File: src/rtl/hi_simulate_gen.sv
`default_nettype none
// +--------------------------------------------------------------------------+
// | hi_simulate_gen : HF tag simulator; ADC hysteresis, field detect, SSP    |
// |                   framing and field-gated load modulation.               |
// | Revision 1.0                                                             |
// +--------------------------------------------------------------------------+
module hi_simulate_gen #(
  parameter int         DIV_W             = 11,
  parameter int         FRAME_BITS        = 8,
  parameter logic [7:0] HYST_HI           = 8'hE0,
  parameter logic [7:0] HYST_LO           = 8'h20,
  parameter int         FIELD_LOSS_CYCLES = 256
) (
  input  logic       ck_1356meg,
  input  logic       reset,
  input  logic [7:0] adc_d,
  input  logic [2:0] mod_type,
  input  logic       ssp_dout,
  output logic       adc_clk,
  output logic       ssp_clk,
  output logic       ssp_frame,
  output logic       ssp_din,
  output logic       pwr_oe1,
  output logic       pwr_oe2,
  output logic       pwr_oe3,
  output logic       pwr_oe4,
  output logic       pwr_hi,
  output logic       pwr_lo,
  output logic       field_present,
  output logic       dbg
);

  localparam int c_fc_w = (FRAME_BITS > 1) ? $clog2(FRAME_BITS) : 1;
  localparam int c_lc_w = $clog2(FIELD_LOSS_CYCLES + 1);
  localparam logic [c_lc_w-1:0] c_loss_cnt = c_lc_w'(FIELD_LOSS_CYCLES);

  typedef enum logic [1:0] {
    ST_IDLE     = 2'd0,
    ST_LISTEN   = 2'd1,
    ST_MODULATE = 2'd2
  } state_e;

  logic [DIV_W-1:0]  div_q, div_d, div_nxt;
  logic              ssp_clk_q, ssp_clk_d;
  logic [2:0]        mode_q, mode_d;
  logic [c_fc_w-1:0] frame_cnt_q, frame_cnt_d;
  logic              tx_bit_q, tx_bit_d;
  logic              hyst_q, hyst_d;
  logic              ssp_din_q, ssp_din_d;
  logic              ssp_frame_q, ssp_frame_d;
  logic [c_lc_w-1:0] low_cnt_q, low_cnt_d;
  logic              field_q, field_d;
  state_e            state_q, state_d;
  logic              carrier_q, carrier_d;
  logic              pwr_q, pwr_d;
  logic              mode_mod;
  logic              adc_hi, adc_lo;

  assign div_nxt  = div_q + 1'b1;
  assign adc_hi   = (adc_d >= HYST_HI);
  assign adc_lo   = (adc_d <= HYST_LO);
  assign mode_mod = (mode_q == 3'b001) || (mode_q == 3'b010) ||
                    (mode_q == 3'b100) || (mode_q == 3'b101);

  always_comb begin
    div_d       = div_q;
    ssp_clk_d   = ssp_clk_q;
    mode_d      = mode_q;
    frame_cnt_d = frame_cnt_q;
    tx_bit_d    = tx_bit_q;
    ssp_din_d   = ssp_din_q;
    ssp_frame_d = ssp_frame_q;

    // A new mode restarts the bit clock so the next frame begins aligned
    if (mod_type != mode_q) begin
      div_d       = '0;
      ssp_clk_d   = 1'b0;
      frame_cnt_d = '0;
      tx_bit_d    = 1'b0;
      mode_d      = mod_type;
    end else begin
      div_d = div_nxt;
      case (mode_q)
        3'b101:  ssp_clk_d = div_nxt[7];
        3'b010:  ssp_clk_d = div_nxt[5];
        default: ssp_clk_d = div_nxt[4];
      endcase
      if (!ssp_clk_q && ssp_clk_d) begin
        ssp_din_d   = hyst_q;
        ssp_frame_d = (frame_cnt_q == '0);
        frame_cnt_d = frame_cnt_q + 1'b1;
      end
      if (ssp_clk_q && !ssp_clk_d) begin
        tx_bit_d = ssp_dout;
      end
    end
  end

  always_comb begin
    hyst_d = hyst_q;
    if (adc_hi) begin
      hyst_d = 1'b1;
    end else if (adc_lo) begin
      hyst_d = 1'b0;
    end

    low_cnt_d = '0;
    if (adc_lo) begin
      low_cnt_d = (low_cnt_q == c_loss_cnt) ? low_cnt_q : low_cnt_q + 1'b1;
    end

    field_d = field_q;
    if (adc_hi) begin
      field_d = 1'b1;
    end else if (low_cnt_d == c_loss_cnt) begin
      field_d = 1'b0;
    end
  end

  always_comb begin
    state_d = state_q;
    if (!field_q) begin
      state_d = ST_IDLE;
    end else begin
      case (state_q)
        ST_IDLE:     state_d = ST_LISTEN;
        ST_LISTEN:   state_d = mode_mod ? ST_MODULATE : ST_LISTEN;
        ST_MODULATE: state_d = mode_mod ? ST_MODULATE : ST_LISTEN;
        default:     state_d = ST_IDLE;
      endcase
    end

    case (mode_q)
      3'b001:         carrier_d = tx_bit_q ^ div_q[3];
      3'b010:         carrier_d = tx_bit_q & div_q[5];
      3'b100, 3'b101: carrier_d = tx_bit_q & div_q[4];
      default:        carrier_d = 1'b0;
    endcase

    // Gate with the next state so field loss silences the antenna promptly
    pwr_d = carrier_q & (state_d == ST_MODULATE);
  end

  always_ff @(posedge ck_1356meg or posedge reset) begin
    if (reset) begin
      div_q       <= '0;
      ssp_clk_q   <= 1'b0;
      mode_q      <= 3'b000;
      frame_cnt_q <= '0;
      tx_bit_q    <= 1'b0;
      hyst_q      <= 1'b0;
      ssp_din_q   <= 1'b0;
      ssp_frame_q <= 1'b0;
      low_cnt_q   <= '0;
      field_q     <= 1'b0;
      state_q     <= ST_IDLE;
      carrier_q   <= 1'b0;
      pwr_q       <= 1'b0;
    end else begin
      div_q       <= div_d;
      ssp_clk_q   <= ssp_clk_d;
      mode_q      <= mode_d;
      frame_cnt_q <= frame_cnt_d;
      tx_bit_q    <= tx_bit_d;
      hyst_q      <= hyst_d;
      ssp_din_q   <= ssp_din_d;
      ssp_frame_q <= ssp_frame_d;
      low_cnt_q   <= low_cnt_d;
      field_q     <= field_d;
      state_q     <= state_d;
      carrier_q   <= carrier_d;
      pwr_q       <= pwr_d;
    end
  end

  assign adc_clk       = ck_1356meg;
  assign ssp_clk       = ssp_clk_q;
  assign ssp_frame     = ssp_frame_q;
  assign ssp_din       = ssp_din_q;
  assign dbg           = ssp_din_q;
  assign field_present = field_q;
  assign pwr_oe1       = pwr_q;
  assign pwr_oe2       = pwr_q;
  assign pwr_oe4       = pwr_q;
  assign pwr_oe3       = 1'b0;
  assign pwr_hi        = 1'b0;
  assign pwr_lo        = 1'b0;

endmodule
`default_nettype wire
File: config.mk
export PLATFORM = sky130hd
export DESIGN_NAME = hi_simulate_gen
export DESIGN_NICKNAME = d
export VERILOG_FILES = /design/src/rtl/hi_simulate_gen.sv
export SDC_FILE = /design/constraint.sdc
export NUM_CORES = 1
export LEC_CHECK = 0
export ABC_CLOCK_PERIOD_IN_PS = 6400
export CORE_ASPECT_RATIO = 1.4
export CORE_MARGIN = 5
export CORE_UTILIZATION = 45
export DETAILED_ROUTE_END_ITERATION = 10
export DONT_BUFFER_PORTS = 1
export PLACE_DENSITY = 0.69
export RECOVER_POWER = 25
export SYNTH_ARGS = -nofsm -noshare
export SYNTH_HDL_FRONTEND = slang
export SYNTH_SLANG_ARGS = --single-unit
File: constraint.sdc
create_clock -name ck_1356meg -period 6.4 [get_ports ck_1356meg]
set_input_delay 1.92 -clock ck_1356meg [delete_from_list [all_inputs] [get_ports ck_1356meg]]
set_output_delay 1.92 -clock ck_1356meg [all_outputs]
set_load 0.02 [all_outputs]
==> flow_summary.ini, run 1 <==
[floorplan]
std_cell_rows = 27
io_pins = 26
dieArea_um2 = 5550
initial_core_util_pct = 46.8
core_um2 = 3990
die-height_um = 86.2
die_w_um = 64.4

[setup_path]
cp.required_ps = 4480
crit_type = clock port to output pin
critPathArrivalTime_ps = 3200
r2r_setup_slack_ps = 4080
timing.critical_path.fanout_max = 2
end_kind = output pin
r2r_cells = 6
r2r-end = ssp_frame
startpoint_type = clock port
r2r-start = div_q[0]

[cts]
postCtsSetupRepairBufs = 0
cts_buffers = 5
cts_root_buffer = clkbuf_8
cts_tree = yes
clock_latency_ps = 290
cts_hold_buf = 0
cts.htree.levels = 2
clock_path_buffers = 2
clk_pin_slew_ps = 70
cts_resized = 0
cts_sinks = 33

[placed_design]
place_inst = 224
placed_area_um2 = 1850
port_buffers = 0
place.gp.congestion = 0.801
hpwl_mm = 2.52

[global_routing]
grt_pass1_vias = 1240
grt.total_usage_pct = 13.9
grt.met3_usage_pct = 5.11
grt_antenna_before_repair = 0
grt_overflow = 0
grt_pass1_wl_mm = 5.69
grt_busiest_layer = met2
grt_use_met2_pct = 21.5
grt_max_degree = 34
gr-usage-met1_pct = 15.8

[timing]
final_hold_viol_count = 0
drv_slew = 34
rsz0062_at_grt = no
relSlewSlack_pct = -14.7
setup-tns-final_ps = 0
worstMarginPinSlew_ps = 1720
finalSetupViolations = 0
fin_skew_ps = 11.5

[synthesis]
synth_seq_cells = 33
yosysTopAreaCell = dfrtp_1
ys_warn_count = 0
avgSynthCellArea_um2 = 9.66
synth_top_area_share_pct = 44.3
synth_area_um2 = 1860
netlist_top_cells_area = dfrtp_1 44%, ha_1 4.7%, xor2_1 4.7%
ys_seq_area_share_pct = 44.3
ys_types = 46
syn-instance-count = 193

[run]
cap_violations = 1

[min_path]
min_from = carrier_q
hold_path_depth = 2
holdPathEnd = pwr_oe1
hold_path.class = register to register

[power_and_ir_drop]
p_per_area_nw_per_um2 = 251
static-leakage-power_nw = 0.837
finalPower_uw = 492
peakVddDrop_uv = 149

[layout]
antenna_cells = 0
final_common_cell = dfrtp_1
final_layout_size_suffix_gt1_share_pct = 7.94
final_nets = 209
layout.cells.most_common_list = 33 x dfrtp_1, 23 x nor2_1, 17 x nand2_1
fin_util_pct = 49.2
stdcell_area_um2 = 1960
area_growth_pct = 5.23
stdcell_count = 232

[drt]
wl_mm = 3.45
drt_pass1_iterations = 4
vias = 1273
drtAntennaViolNets = 0
drtIter0Drc = 81
remaining_drc_errors = 0
vias_per_cell = 5.49
wl_per_cell_um = 14.9

[outcome]
violations = capacitance limit, slew limit
status = finished, violations left
-- area by class of cell --
class	count	area, um2
Tap cell	43	53.8
Timing Repair Buffer	2	11.3
Fill cell	360	2020
Inverter	11	41.3
Sequential cell	33	826
Clock inverter	2	37.5
Clock buffer	6	82.6
Multi-Input combinational cell	135	910
-- state kept, by name (all words and copies together) (netlist names) --
| signal | flops |
|---|---|
| carrier_q | 1 |
| dbg | 1 |
| div_q | 8 |
| field_present | 1 |
| frame_cnt_q | 3 |
| hyst_q | 1 |
| low_cnt_q | 9 |
| mode_q | 3 |
| pwr_oe1 | 1 |
| ssp_clk | 1 |
| ssp_frame | 1 |
| state_q | 2 |
| tx_bit_q | 1 |
-- worst min-delay path, delay by kind of cell, from the launching register on --
family	cells	cell delay (ps)
DFF	1	360
and+or+nand+nor	2	80
-- synth_stat cells (all sizes together) --
cell	number
ha	7
a31oi	2
o41ai	1
o2111a	1
and3	3
nor4b	1
mux2i	4
inv	11
nand4b	2
or4	1
o211ai	1
a21boi	1
nor4	2
a211oi	2
o21a	1
nand2b	1
nor3	6
and2	1
buf	9
o2111ai	1
a2111oi	1
nand4	3
xnor2	8
o221a	1
o31ai	1
nand3	8
nand2	17
o21ba	1
conb	1
clkbuf	7
dfrtp	33
or3	4
mux2	3
and2b	1
o31a	1
a21oi	4
o21ai	4
nor2b	2
or4b	1
nor2	23
xor2	10
o211a	1
-- stage by stage --
stage / setup WS, ps / hold WS [ps]
after floorplan: 1150 / 445
after global placement: 1280 / 460
after detailed placement: 1280 / 465
after CTS: 1280 / 479
after global routing: 1280 / 493
final: 1280 / 473
-- worst max path at each step --
| stage | startpoint | end | slack (ps) | cells past startpoint |
|---|---|---|---|---|
| 4_1_cts | ck_1356meg | adc_clk | 1280 | 0 |
| 3_5_place_dp | ck_1356meg | adc_clk | 1280 | 0 |
| 5_1_grt | ck_1356meg | adc_clk | 1280 | 0 |
| 3_3_place_gp | ck_1356meg | adc_clk | 1280 | 0 |
| 6_report | ck_1356meg | adc_clk | 1280 | 0 |
| 2_1_floorplan | ck_1356meg | adc_clk | 1150 | 1 |
-- cells by family after synthesis --
logic type / synth area share (%)
XOR/XNOR: 8.46
adder cells (fa/ha/maj): 4.70
other: 0.201
buffers and inverters: 7.32
AO/OA/AOI/OAI: 11.1
AND/OR/NAND/NOR: 19.9
multiplexers: 3.96
flip-flops: 44.3
-- power by group --
group | internal, mW | leakage [nW] | switching (mW)
clock | 0.127 | 0.0574 | 0.0778
combinational | 0.0187 | 0.340 | 0.0288
sequential | 0.222 | 0.439 | 0.0188
-- layer usage --
layer | wire length [um] | part of all wire (%)
met5 | 0 | 0
met4 | 108 | 3.1
met3 | 192 | 5.6
met2 | 1650 | 48
met1 | 1500 | 44
(Power assumes the default switching activity.)
==> inputs of run 2 (changes only) <==
Settings changed: ABC_AREA from default to 1, ABC_CLOCK_PERIOD_IN_PS 6400 to 4550, PLACE_DENSITY 0.69 to 0.71.
Clock period 6.4 ns to 4.55 ns, I/O delays scaled along.
==> flow_summary.ini, run 2 <==
[drt]
drt_pass1_iterations = 4
drtAntennaViolNets = 0
wl_per_cell_um = 11.7
wl_mm = 3.14
remaining_drc_errors = 0
drtIter0Drc = 37
vias = 1329
vias_per_cell = 4.94

[placed_design]
place.gp.congestion = 0.832
port_buffers = 0
place_inst = 263
hpwl_mm = 2.44
placed_area_um2 = 1840

[min_path]
hold_path.class = register to register
holdPathEnd = div_q[0]
hold_path_depth = 1
min_from = div_q[0]

[floorplan]
die-height_um = 85.8
std_cell_rows = 27
initial_core_util_pct = 46.7
dieArea_um2 = 5500
io_pins = 26
core_um2 = 3950
die_w_um = 64.1

[synthesis]
synthArstFlopShare_pct = 100
yosysTopAreaCell = dfrtp_1
synth_area_um2 = 1850
ys_seq_area_share_pct = 44.7
netlist_top_cells_area = dfrtp_1 45%, inv_1 9.1%, nand2_1 7.9%
ys_types = 29
avgSynthCellArea_um2 = 8.06
syn-instance-count = 229
ys.flop_type = dfrtp_1
synth_seq_cells = 33
ys_top_cells_by_count = 45 x inv_1, 39 x nand2_1, 33 x dfrtp_1
synth-edff-count = 0
ys_warn_count = 0
yosysMostFrequentCell = inv_1
synth_top_area_share_pct = 44.7

[setup_path]
crit_type = clock port to output pin
timing.critical_path.fanout_max = 2
critPathArrivalTime_ps = 2280
startpoint_type = clock port
r2r-start = low_cnt_q[1]
cp.required_ps = 3180
end_kind = output pin
r2r_setup_slack_ps = 2950
r2r-end = field_present
r2r_cells = 10

[cts]
clk_pin_slew_ps = 50
cts_sinks = 33
cts_resized = 0
clock_path_buffers = 2
cts_buffers = 5
cts.htree.levels = 2
cts_tree = yes
clock_latency_ps = 280
postCtsSetupRepairBufs = 0
cts_root_buffer = clkbuf_8
cts_hold_buf = 0

[global_routing]
grt.total_usage_pct = 13.3
grt_max_degree = 34
grt_pass1_wl_mm = 5.64
grt_pass1_vias = 1367
grt_antenna_before_repair = 0
grt_overflow = 0

[layout]
area_growth_pct = 3.39
largest_reg_flops = 9
final_layout_size_suffix_gt1_share_pct = 6.19
layout.cells.most_common_list = 45 x inv_1, 39 x nand2_1, 33 x dfrtp_1
stdcell_area_um2 = 1910
final_common_cell = inv_1
final_nets = 248
top_register = low_cnt_q
antenna_cells = 0
stdcell_count = 269
reg_top3 = low_cnt_q (9), div_q (8)

[timing]
worstMarginPinSlew_ps = 1720
fin_hold_ws_ps = 461
final_hold_viol_count = 0
fin_skew_ps = 6.35
setup-tns-final_ps = 0
finalSetupViolations = 0
rsz0062_at_grt = no
drv_slew = 34
relSlewSlack_pct = -14.5

[run]
cap_violations = 1

[power_and_ir_drop]
peakVddDrop_uv = 188
p_per_area_nw_per_um2 = 313
static-leakage-power_nw = 1.03

[outcome]
status = finished, violations left
violations = capacitance limit, slew limit
[run 2: cell types whose count changed in the layout (fill, tap and decap cells not counted), sizes merged, moves of 6 or more]
cell / previous run / this run
inv: 11 / 45
nand3: 8 / 25
nand2: 17 / 41
o21ai: 4 / 10
[run 2: metal layers]
layer | wire length, um | GRT usage [%] | up-vias
met5 | 0 | 0 | -
met4 | 108 | 9.07 | 0
met3 | 114 | 4.06 | 7
met2 | 1690 | 23.6 | 16
met1 | 1230 | 13.0 | 614
li1 | - | - | 692
[run 2: per-stage QoR]
step                power [mW]  setup slack, ps  util (%)
floorplan                0.429              776         -
global placement         0.410              910      46.5
detailed placement       0.413              910      46.5
CTS                      0.612              910      48.4
global route             0.633              910      48.3
finish                   0.597              910      48.3
[run 2: how the worst max path moves through the flow]
stage	start	endpoint	slack [ps]	cells after the start
after floorplan	ck_1356meg	adc_clk	780	1
after global placement	ck_1356meg	adc_clk	910	0
after detailed placement	ck_1356meg	adc_clk	910	0
after CTS	ck_1356meg	adc_clk	910	0
after global routing	ck_1356meg	adc_clk	910	0
final	ck_1356meg	adc_clk	910	0
[run 2: kinds of logic (layout without fill, tap and decap cells)]
logic type,after synthesis,after routing,synth area share (%)
XOR/XNOR,10,10,4.74
flip-flops,33,33,44.7
adder cells (fa/ha/maj),7,7,4.74
buffers and inverters,57,52,13.3
AND/OR/NAND/NOR,102,102,26.3
AO/OA/AOI/OAI,19,19,6.03
other,1,3,0.203
[run 2: area by class of cell]
| type | instances | area (um2) |
|---|---|---|
| inverter | 45 | 169 |
| fill | 391 | 2040 |
| clock inverter | 1 | 5.00 |
| sequential | 33 | 826 |
| tap | 43 | 53.8 |
| clock buffer | 5 | 68.8 |
| timing repair buffer | 1 | 3.75 |
| multi-input combinational | 141 | 783 |
[run 2: power breakdown]
| part | internal (mW) | leakage (nW) | switching [mW] |
|---|---|---|---|
| sequential | 0.313 | 0.440 | 0.0242 |
| clock | 0.100 | 0.0399 | 0.0923 |
| combinational | 0.0252 | 0.553 | 0.0428 |
